## src/rtl/program_feeder.sv

```systemverilog
// Program RAM + sequencer that plays the initiator side of the Run/DIN/Done handshake.
// Optional watchdog on the done wait: define FEEDER_WDT_EN (adds WDT_CYCLES and timeout).
module program_feeder #(
    parameter int N = 16,
    parameter int A = 4
`ifdef FEEDER_WDT_EN
    , parameter int WDT_CYCLES = 64
`endif
) (
    input  logic         clk,
    input  logic         rst,
    input  logic         load_en,
    input  logic [A-1:0] load_addr,
    input  logic [N:0]   load_data,
    input  logic [A:0]   prog_len,
    input  logic         start,
    input  logic         done_in,
    output logic [N-1:0] din_out,
    output logic         run_out,
    output logic         busy,
    output logic         finished,
    output logic [A-1:0] pc
`ifdef FEEDER_WDT_EN
    , output logic       timeout
`endif
);

    typedef enum logic [2:0] {IDLE, ISSUE, HOLD_IMM, WAIT_DONE, FINISH} state_t;

    state_t       state_q, state_d;
    logic [A-1:0] pc_q, pc_d;
    logic [A:0]   len_q, len_d;
    logic         imm_past_q, imm_past_d;
    logic         wr_en;
    logic [N:0]   cur_word;
    logic [A:0]   pc_inc;
    logic [N:0]   mem [2**A];

`ifdef FEEDER_WDT_EN
    localparam int CW = $clog2(WDT_CYCLES + 1);
    logic [CW-1:0] cnt_q, cnt_d;
`endif

    assign cur_word = mem[pc_q];
    // One bit wider than pc so the end-of-program compare cannot wrap.
    assign pc_inc   = {1'b0, pc_q} + (A+1)'(1);
    assign pc       = pc_q;

    always_comb begin
        state_d    = state_q;
        pc_d       = pc_q;
        len_d      = len_q;
        imm_past_d = imm_past_q;
        wr_en      = 1'b0;
        din_out    = '0;
        run_out    = 1'b0;
        busy       = 1'b1;
        finished   = 1'b0;
`ifdef FEEDER_WDT_EN
        cnt_d      = cnt_q;
        timeout    = 1'b0;
`endif
        unique case (state_q)
            IDLE: begin
                busy = 1'b0;
                if (load_en) begin
                    wr_en = 1'b1;
                end else if (start) begin
                    len_d   = prog_len;
                    pc_d    = '0;
                    state_d = (prog_len != '0) ? ISSUE : FINISH;
                end
            end
            ISSUE: begin
                run_out = 1'b1;
                din_out = cur_word[N-1:0];
`ifdef FEEDER_WDT_EN
                cnt_d   = '0;
`endif
                if (cur_word[N]) begin
                    // Remember whether the immediate slot lies past the program end;
                    // pc saturates at the top address instead of wrapping.
                    imm_past_d = (pc_inc >= len_q);
                    if (pc_q != '1) pc_d = pc_q + A'(1);
                    state_d = HOLD_IMM;
                end else begin
                    state_d = WAIT_DONE;
                end
            end
            HOLD_IMM, WAIT_DONE: begin
                din_out = (state_q == HOLD_IMM && imm_past_q) ? '0 : cur_word[N-1:0];
                if (done_in) begin
                    if (pc_inc >= len_q) begin
                        state_d = FINISH;
                    end else begin
                        pc_d    = pc_q + A'(1);
                        state_d = ISSUE;
                    end
                end
`ifdef FEEDER_WDT_EN
                else if (cnt_q == CW'(WDT_CYCLES - 1)) begin
                    timeout = 1'b1;
                    pc_d    = '0;
                    state_d = IDLE;
                end else begin
                    cnt_d = cnt_q + CW'(1);
                end
`endif
            end
            FINISH: begin
                finished = 1'b1;
                pc_d     = '0;
                state_d  = IDLE;
            end
            default: state_d = IDLE;
        endcase
    end

    always_ff @(posedge clk or negedge rst) begin
        if (!rst) begin
            state_q    <= IDLE;
            pc_q       <= '0;
            len_q      <= '0;
            imm_past_q <= 1'b0;
`ifdef FEEDER_WDT_EN
            cnt_q      <= '0;
`endif
        end else begin
            state_q    <= state_d;
            pc_q       <= pc_d;
            len_q      <= len_d;
            imm_past_q <= imm_past_d;
`ifdef FEEDER_WDT_EN
            cnt_q      <= cnt_d;
`endif
        end
    end

    // Program storage is deliberately left out of reset.
    always_ff @(posedge clk) begin
        if (wr_en) mem[load_addr] <= load_data;
    end

endmodule
```

## config.mk

```make
export PLATFORM = sky130hd
export DESIGN_NAME = program_feeder
export DESIGN_NICKNAME = d
export VERILOG_FILES = /design/src/rtl/program_feeder.sv
export SDC_FILE = /design/constraint.sdc
export NUM_CORES = 1
export LEC_CHECK = 0
export CORE_UTILIZATION = 40
export DETAILED_ROUTE_END_ITERATION = 8
export GPL_ROUTABILITY_DRIVEN = 1
export PLACE_DENSITY_LB_ADDON = 0.15
export RECOVER_POWER = 50
export SYNTH_ARGS = -nofsm -noshare
export SYNTH_HDL_FRONTEND = slang
export SYNTH_SLANG_ARGS = --single-unit
```

## constraint.sdc

```tcl
create_clock -name clk -period 4.3 [get_ports clk]
set_clock_uncertainty 0.15 [all_clocks]
set_input_delay 1.075 -clock clk [delete_from_list [all_inputs] [get_ports clk]]
set_output_delay 1.075 -clock clk [all_outputs]
set_load 0.05 [all_outputs]
```

==> load_flow_metrics.sql, run 1 <==
INSERT INTO impl_metrics (metric_group, metric, value, unit) VALUES
('global_route', 'maximum_number_of_pins_on_one_net_before_global_route_repair', '37', ''),
('global_route', 'global_route_wire_length_before_repair', '36300', 'um'),
('layout', 'layout-drive-gt1-share', '0.311', ''),
('sta', 'timing.max_slew.rel_slack', '0.463', ''),
('floorplan', 'io_pins', '54', ''),
('synthesis', 'top_area_cell_type_share_of_the_netlist_area', '0.723', ''),
('sta', 'rsz0062_at_grt', 'false', ''),
('floorplan', 'die_area', '28900', 'um2'),
('synthesis', 'mapped_nets', '554', ''),
('floorplan', 'fp.dieH', '170', 'um'),
('synthesis', 'yosysSeqAreaShare', '0.751', ''),
('power', 'total_leakage_power', '4.29', 'nW'),
('synthesis', 'cells_after_synth', '517', ''),
('global_route', 'gr-total-overflow', '0', ''),
('run_status', 'outcome', 'finished, final reports clean', ''),
('place', 'port-buffer-count', '53', ''),
('min_path', 'worst_hold_startpoint', 'len_q[3]$_DFFE_PN0P_', ''),
('clock_tree', 'clock_latency', '0.54', 'ns'),
('clock_tree', 'clockRootBuffer', 'sky130_fd_sc_hd__clkbuf_16', ''),
('power', 'p_per_area', '645', 'nW/um2'),
('critical_path', 'worst_r2r_path_depth', '9', ''),
('clock_tree', 'tritoncts.num_buffers', '29', ''),
('place', 'gp_congestion', '0.764', ''),
('routing', 'wl_per_cell', '24.2', 'um'),
('place', 'place_hpwl', '14700', 'um'),
('synthesis', 'synth-warning-count', '0', ''),
('routing', 'drt-initial-drc-count', '528', ''),
('layout', 'syn_to_final_growth', '18.5', '%'),
('floorplan', 'floorplan.initialDensity', '0.407', ''),
('flow_run', 'maxCapViolCount', '0', ''),
('global_route', 'antenna_found_initial', '0', ''),
('sta', 'timing_hold_violations_final', '0', ''),
('sta', 'slew_viol_final', '0', ''),
('critical_path', 'critical_path_class', 'reg2out', ''),
('critical_path', 'endpoint_kind', 'primary output', ''),
('synthesis', 'syn-mean-instance-area', '21.9', 'um2'),
('clock_tree', 'clkSlewWorstSetupHoldPaths', '0.06', 'ns'),
('routing', 'drt_first_pass_iters', '4', ''),
('layout', 'nets', '652', ''),
('sta', 'worst_pin_slew', '0.799', 'ns'),
('global_route', 'number_of_global_route_vias_before_repair', '5568', ''),
('place', 'preCtsSetupSlack', '0.536', 'ns'),
('synthesis', 'yosysTopAreaCell', 'sky130_fd_sc_hd__edfxtp_1', ''),
('sta', 'totalNegativeSetupSlack', '0', 'ns'),
('critical_path', 'r2r-start', 'pc[1]$_DFFE_PN0P_', ''),
('global_route', 'globalRouteTotalUtil', '0.176', ''),
('clock_tree', 'cts_tree', 'built', ''),
('clock_tree', 'cts_setup_buffers', '0', ''),
('critical_path', 'critical_path_arrival', '2.90', 'ns'),
('critical_path', 'worst_path_required', '3.07', 'ns'),
('floorplan', 'placementRows', '61', ''),
('routing', 'drtAntennaViolNets', '0', ''),
('clock_tree', 'cts-root-to-sink-buffers', '3', ''),
('layout', 'insertedDiodeCount', '0', ''),
('critical_path', 'startpoint_type', 'flop', ''),
('clock_tree', 'cts-htree-levels', '1', ''),
('sta', 'final_critical_period', '4.13', 'ns'),
('critical_path', 'critical_path.max_fanout', '36', ''),
('routing', 'drcViolationCount', '0', ''),
('power', 'report.power.total', '8.64', 'mW'),
('power', 'vdd_ir_drop_max', '0.000363', 'V'),
('sta', 'period_utilization_post_route', '0.960', ''),
('critical_path', 'setup.reg_to_reg.worst_slack', '0.88', 'ns'),
('synthesis', 'synth_area', '11300', 'um2'),
('sta', 'fmax', '242', 'MHz'),
('min_path', 'worstHoldPathCells', '1', ''),
('layout', 'fillerInstances', '2304', ''),
('routing', 'vias', '5343', ''),
('sta', 'hold-worst-slack', '0.343', 'ns'),
('sta', 'finalSetupViolCount', '0', ''),
('critical_path', 'worstReg2RegEnd', 'imm_past_q$_DFFE_PN0P_', ''),
('min_path', 'min_path_type', 'reg2reg', ''),
('min_path', 'worstHoldEndpoint', 'len_q[3]$_DFFE_PN0P_', ''),
('routing', 'vias_per_cell', '5.28', ''),
('clock_tree', 'clock_sink_count', '285', ''),
('synthesis', 'synth_top_cells_by_area', 'sky130_fd_sc_hd__edfxtp_1, sky130_fd_sc_hd__mux4_2, sky130_fd_sc_hd__dfrtp_1', ''),
('sta', 'worst_case_setup_margin_in_the_final_layout', '0.172', 'ns'),
('routing', 'postRouteWirelength', '24500', 'um'),
('synthesis', 'synth_seq_cells', '285', ''),
('synthesis', 'netlist-cell-type-count', '40', ''),
('floorplan', 'coreArea', '27800', 'um2'),
('floorplan', 'die_width', '170', 'um');
what timing repair did:
action,4_1_cts,5_1_grt
setup endpoints to repair,3,4
gates resized for setup,3,2
hold buffers,0,0
per-layer routing:
layer / share of wire / GRT usage / vias up
met3: 0.070 / 0.0267 / 34
li1: - / - / 2342
met4: 0.016 / 0.0423 / 0
met1: 0.42 / 0.244 / 2814
met5: 0 / 0 / -
met2: 0.49 / 0.292 / 153
state kept, by name (all words and copies together), names as in the netlist:
| register | flops |
|---|---|
| len_q | 5 |
| mem | 272 |
| imm_past_q | 1 |
| state_q | 3 |
| pc | 4 |
Yosys cell counts:
cell type                   count
sky130_fd_sc_hd__edfxtp_1     272
sky130_fd_sc_hd__mux4_2        82
sky130_fd_sc_hd__nor2_1        18
sky130_fd_sc_hd__nor2b_1       18
sky130_fd_sc_hd__dfrtp_1       13
sky130_fd_sc_hd__clkbuf_1       9
sky130_fd_sc_hd__mux2i_1        9
sky130_fd_sc_hd__nand2_1        9
sky130_fd_sc_hd__buf_2          8
sky130_fd_sc_hd__inv_1          8
sky130_fd_sc_hd__nor3_1         8
sky130_fd_sc_hd__ha_1           6
sky130_fd_sc_hd__mux2_1         6
sky130_fd_sc_hd__nand2b_1       6
sky130_fd_sc_hd__buf_1          5
sky130_fd_sc_hd__a21oi_1        4
sky130_fd_sc_hd__nor3b_1        4
sky130_fd_sc_hd__buf_6          3
sky130_fd_sc_hd__o21ai_1        3
sky130_fd_sc_hd__o31ai_1        3
sky130_fd_sc_hd__nand3_1        2
sky130_fd_sc_hd__o21bai_1       2
sky130_fd_sc_hd__xor2_1         2
sky130_fd_sc_hd__a2111oi_0      1
sky130_fd_sc_hd__a21o_1         1
sky130_fd_sc_hd__a22oi_2        1
sky130_fd_sc_hd__a32oi_1        1
sky130_fd_sc_hd__and2_1         1
sky130_fd_sc_hd__and3_1         1
sky130_fd_sc_hd__nand4_1        1
sky130_fd_sc_hd__nand4b_1       1
sky130_fd_sc_hd__o211ai_1       1
sky130_fd_sc_hd__o211ai_4       1
sky130_fd_sc_hd__o21a_1         1
sky130_fd_sc_hd__o41ai_2        1
sky130_fd_sc_hd__or2_0          1
sky130_fd_sc_hd__or2_2          1
sky130_fd_sc_hd__or3_1          1
sky130_fd_sc_hd__or3b_1         1
sky130_fd_sc_hd__or3b_2         1
kinds of logic after synthesis:
family          Yosys count  synth area share
compound gates           20            0.0144
buf+inv                  33            0.0138
xor+xnor                  2           0.00155
mux                      97             0.177
fa+ha+maj                 6           0.00664
simple gates             74            0.0350
flops                   285             0.751
power by group:
group | internal [mW] | total, mW | switching (mW) | leakage (nW)
clock network | 1.29 | 2.28 | 0.990 | 0.422
registers | 3.14 | 3.33 | 0.195 | 2.60
logic | 1.31 | 3.03 | 1.72 | 1.27
total | 5.74 | 8.64 | 2.90 | 4.29
layout make-up:
class / count / area [um2] / area share
clock buffer: 35 / 748 / 0.0559
tap: 378 / 473 / 0.0353
multi-input combinational: 199 / 2710 / 0.202
clock inverter: 15 / 101 / 0.00757
timing repair buffer: 92 / 828 / 0.0619
inverter: 8 / 30.0 / 0.00224
sequential: 285 / 8500 / 0.635
worst max-delay path, stage by stage (launching register included):
cell	delay, ns
sky130_fd_sc_hd__dfrtp_4	0.62
sky130_fd_sc_hd__buf_12	0.31
sky130_fd_sc_hd__mux4_2	0.56
sky130_fd_sc_hd__mux4_2	0.46
sky130_fd_sc_hd__nor2b_1	0.17
sky130_fd_sc_hd__buf_4	0.20
layout by cell type, fill, tap and decap left out, types with 2 or more instances in the layout:
cell	count
sky130_fd_sc_hd__dlygate4sd3_1	19
sky130_fd_sc_hd__clkbuf_1	7
sky130_fd_sc_hd__nor2b_1	18
sky130_fd_sc_hd__clkinv_2	7
sky130_fd_sc_hd__mux2_1	6
sky130_fd_sc_hd__mux4_2	82
sky130_fd_sc_hd__o31ai_1	3
sky130_fd_sc_hd__nor3_2	4
sky130_fd_sc_hd__clkinv_1	5
sky130_fd_sc_hd__ha_1	6
sky130_fd_sc_hd__nand2_1	9
sky130_fd_sc_hd__buf_4	46
sky130_fd_sc_hd__o21ai_1	3
sky130_fd_sc_hd__clkbuf_16	29
sky130_fd_sc_hd__nor2_1	6
sky130_fd_sc_hd__nor3b_1	4
sky130_fd_sc_hd__dfrtp_4	2
sky130_fd_sc_hd__dfrtp_1	10
sky130_fd_sc_hd__nor3_1	4
sky130_fd_sc_hd__buf_6	2
sky130_fd_sc_hd__edfxtp_1	272
sky130_fd_sc_hd__mux2i_1	9
sky130_fd_sc_hd__clkinv_4	2
sky130_fd_sc_hd__a21oi_1	4
sky130_fd_sc_hd__nand2b_1	6
sky130_fd_sc_hd__dlygate4sd2_1	3
sky130_fd_sc_hd__inv_1	8
sky130_fd_sc_hd__nand3_1	2
sky130_fd_sc_hd__xor2_1	2
sky130_fd_sc_hd__clkdlybuf4s50_1	18
sky130_fd_sc_hd__nor2_2	12
sky130_fd_sc_hd__buf_12	3
worst max path at each step:
| stage | start | endpoint | slack [ns] | cells past startpoint |
|---|---|---|---|---|
| global route | pc[0]$_DFFE_PN0P_ | din_out[7] | 0.02 | 5 |
| floorplan | pc[1]$_DFFE_PN0P_ | din_out[10] | 0.46 | 6 |
| global placement | pc[0]$_DFFE_PN0P_ | din_out[13] | 0.54 | 4 |
| detailed placement | pc[0]$_DFFE_PN0P_ | din_out[13] | 0.54 | 4 |
| CTS | pc[1]$_DFFE_PN0P_ | din_out[14] | 0.05 | 5 |
| finish | pc[0]$_DFFE_PN0P_ | din_out[12] | 0.17 | 5 |
stage by stage:
stage	std cells	instance area [um2]	util
2_1_floorplan	517	11300	-
3_3_place_gp	962	12500	0.451
3_5_place_dp	962	12500	0.451
4_1_cts	1012	13400	0.482
5_1_grt	1012	13400	0.482
6_report	1012	13400	0.482
Power figures use the tool's default switching activity.
==> inputs of run 2 (changes only) <==
Settings changed: CAP_MARGIN set to 15.
==> results of run 2 <==
No change in the layout: final DEF, timing and power equal those of run 1.
==> inputs of run 3 (changes only) <==
Settings changed: GPL_ROUTABILITY_DRIVEN 1 to not set.
==> results of run 3 <==
No change in the layout: final DEF, timing and power equal those of run 1.
==> variant (settings of run 2) <==
The 5 states of `state_t` get a one-hot encoding in 5 bits.
--- a/src/rtl/program_feeder.sv
+++ b/src/rtl/program_feeder.sv
@@ -25,7 +25,7 @@
 `endif
 );
 
-    typedef enum logic [2:0] {IDLE, ISSUE, HOLD_IMM, WAIT_DONE, FINISH} state_t;
+    typedef enum logic [4:0] {IDLE = 5'b00001, ISSUE = 5'b00010, HOLD_IMM = 5'b00100, WAIT_DONE = 5'b01000, FINISH = 5'b10000} state_t;
 
     state_t       state_q, state_d;
     logic [A-1:0] pc_q, pc_d;
Check against the original RTL: same outputs for any inputs over 4 cycles, from zero or initial values and one cycle with rst low; so few cycles prove little.
==> variant against run 2 <==
Worst hold slack better by 0.013 ns; count of clock-buffer cells in the layout is 3 higher; register-to-register slack improved by 0.20 ns; setup slack improved by 0.11 ns; first-iteration DRC count down 17%; global-route usage grew 0.36 points; synthesized area grew 0.73%; final area is 1.4% higher; routed wire length rose by 1.3%; sequential cell count grew 2; critical endpoint unchanged.
Power is not compared: it rests on default switching activity, and its combinational part moved more than twofold at a synthesized area within 25%.
==> variant: results (changes against run 2) <==
outcome complete, no violations (unchanged); largest net degree at the start of global routing 74 (was 37); Detailed Route WL 24800 um (was 24500 um); fin util 48.8% (was 48.2%); Finished Layout Cells 1027 (was 1012); cts bufs inserted 31 (was 29); fillers 2234 (was 2304); fraction of area in multi-input gates 20.1% (was 20.2%); sequential area share after synthesis 75.0% (was 75.1%); Register Area 8550 um^2 (was 8500 um^2); dpl cells 961 (was 962); post-synthesis mux area share 17.3% (was 17.7%); vias per cell 5.31 (was 5.28); share of cells above drive strength 1 30.8% (was 31.1%); XOR/XNOR Fraction of Synth Area 0.308% (was 0.155%); Compound-Gate Fraction of Synth Area 1.21% (was 1.44%); 1st-iter DRT viols 437 (was 528); Async S/R FF share, synth 5.23% (was 4.56%); Final Wtd Congestion 0.750 (was 0.764); top cells by area, synth edfxtp_1, mux4_2, dfrtp_1, nor2b_1, nor2_1 (was edfxtp_1, mux4_2, dfrtp_1, nor2b_1, mux2i_1); number of global-route vias before repair 5679 (was 5568); first-pass iteration count of the detailed router 5 (was 4); Signal buf overhead 5.97% (was 6.19%); Max FO, Critical Path 14 (was 36); Final nets 663 (was 652); Final clock-cell share 7.29% (was 6.34%); total track usage 17.9% (was 17.6%); dpl hpwl 14000 um (was 14700 um); reg2reg setup slack 1.08 ns (was 0.88 ns); sequential cells 287 (was 285); Worst EP arrival 2.80 ns (was 2.90 ns); met2 GRT Util 30.0% (was 29.2%); Non-Clock Buffer Count 89 (was 92); Synth Area in Adders 0.659% (was 0.664%); placed standard-cell area 12500 um^2 (about the same); synth cell count leaders edfxtp_1, mux4_2, nor2_1 (was edfxtp_1, mux4_2, nor2_1, nor2b_1, dfrtp_1); Worst R2R Start pc[0] (was pc[1]); met1 Use GR 24.7% (was 24.4%)
-- variant: cell types whose count changed in the layout (fill, tap and decap cells not counted), sizes merged, moves of 4 or more --
cell	run 2	this run
o21ai	3	7
nand2	9	16
nor3b	4	0
mux2i	9	4
and3	1	5
-- variant: what timing repair did --
| action | CTS | global route |
|---|---|---|
| setup buffers | 0 | 10 |
| hold buffers | 0 | 0 |
| endpoints found under the hold margin | 0 | 0 |
| endpoints found under the setup margin | 0 | 4 |
-- variant: worst max-delay path, cell delays in order (launching register included) --
cell and delay, ns:
dfrtp_4 0.57, buf_4 0.28, mux4_2 0.52, mux4_2 0.50
nor2b_1 0.15, buf_4 0.22
-- variant: layer usage --
metal	vias to the layer above	part of all wire, %
li1	2392	-
met1	2895	44
met2	137	49
met3	29	5.1
met4	0	1.5
met5	-	0
-- variant: stage by stage --
step	setup WS, ns	hold WS, ns	power (mW)
2_1_floorplan	0.457	0.315	3.43
3_3_place_gp	0.673	0.331	3.58
3_5_place_dp	0.636	0.346	3.59
4_1_cts	0.0390	0.359	6.17
5_1_grt	0.152	0.384	6.32
6_report	0.278	0.356	6.11
-- variant: worst min-delay path by stage --
stage	startpoint	end	slack, ns	cells past startpoint
global placement	imm_past_q	imm_past_q	0.33	1
global route	imm_past_q	imm_past_q	0.38	1
floorplan	imm_past_q	imm_past_q	0.31	1
detailed placement	imm_past_q	imm_past_q	0.35	1
CTS	imm_past_q	imm_past_q	0.36	1
finish	imm_past_q	imm_past_q	0.36	1
-- variant: report_power, final --
part | internal [mW] | switching, mW
registers | 3.11 | 0.0217
clock network | 1.55 | 1.03
logic | 0.184 | 0.214
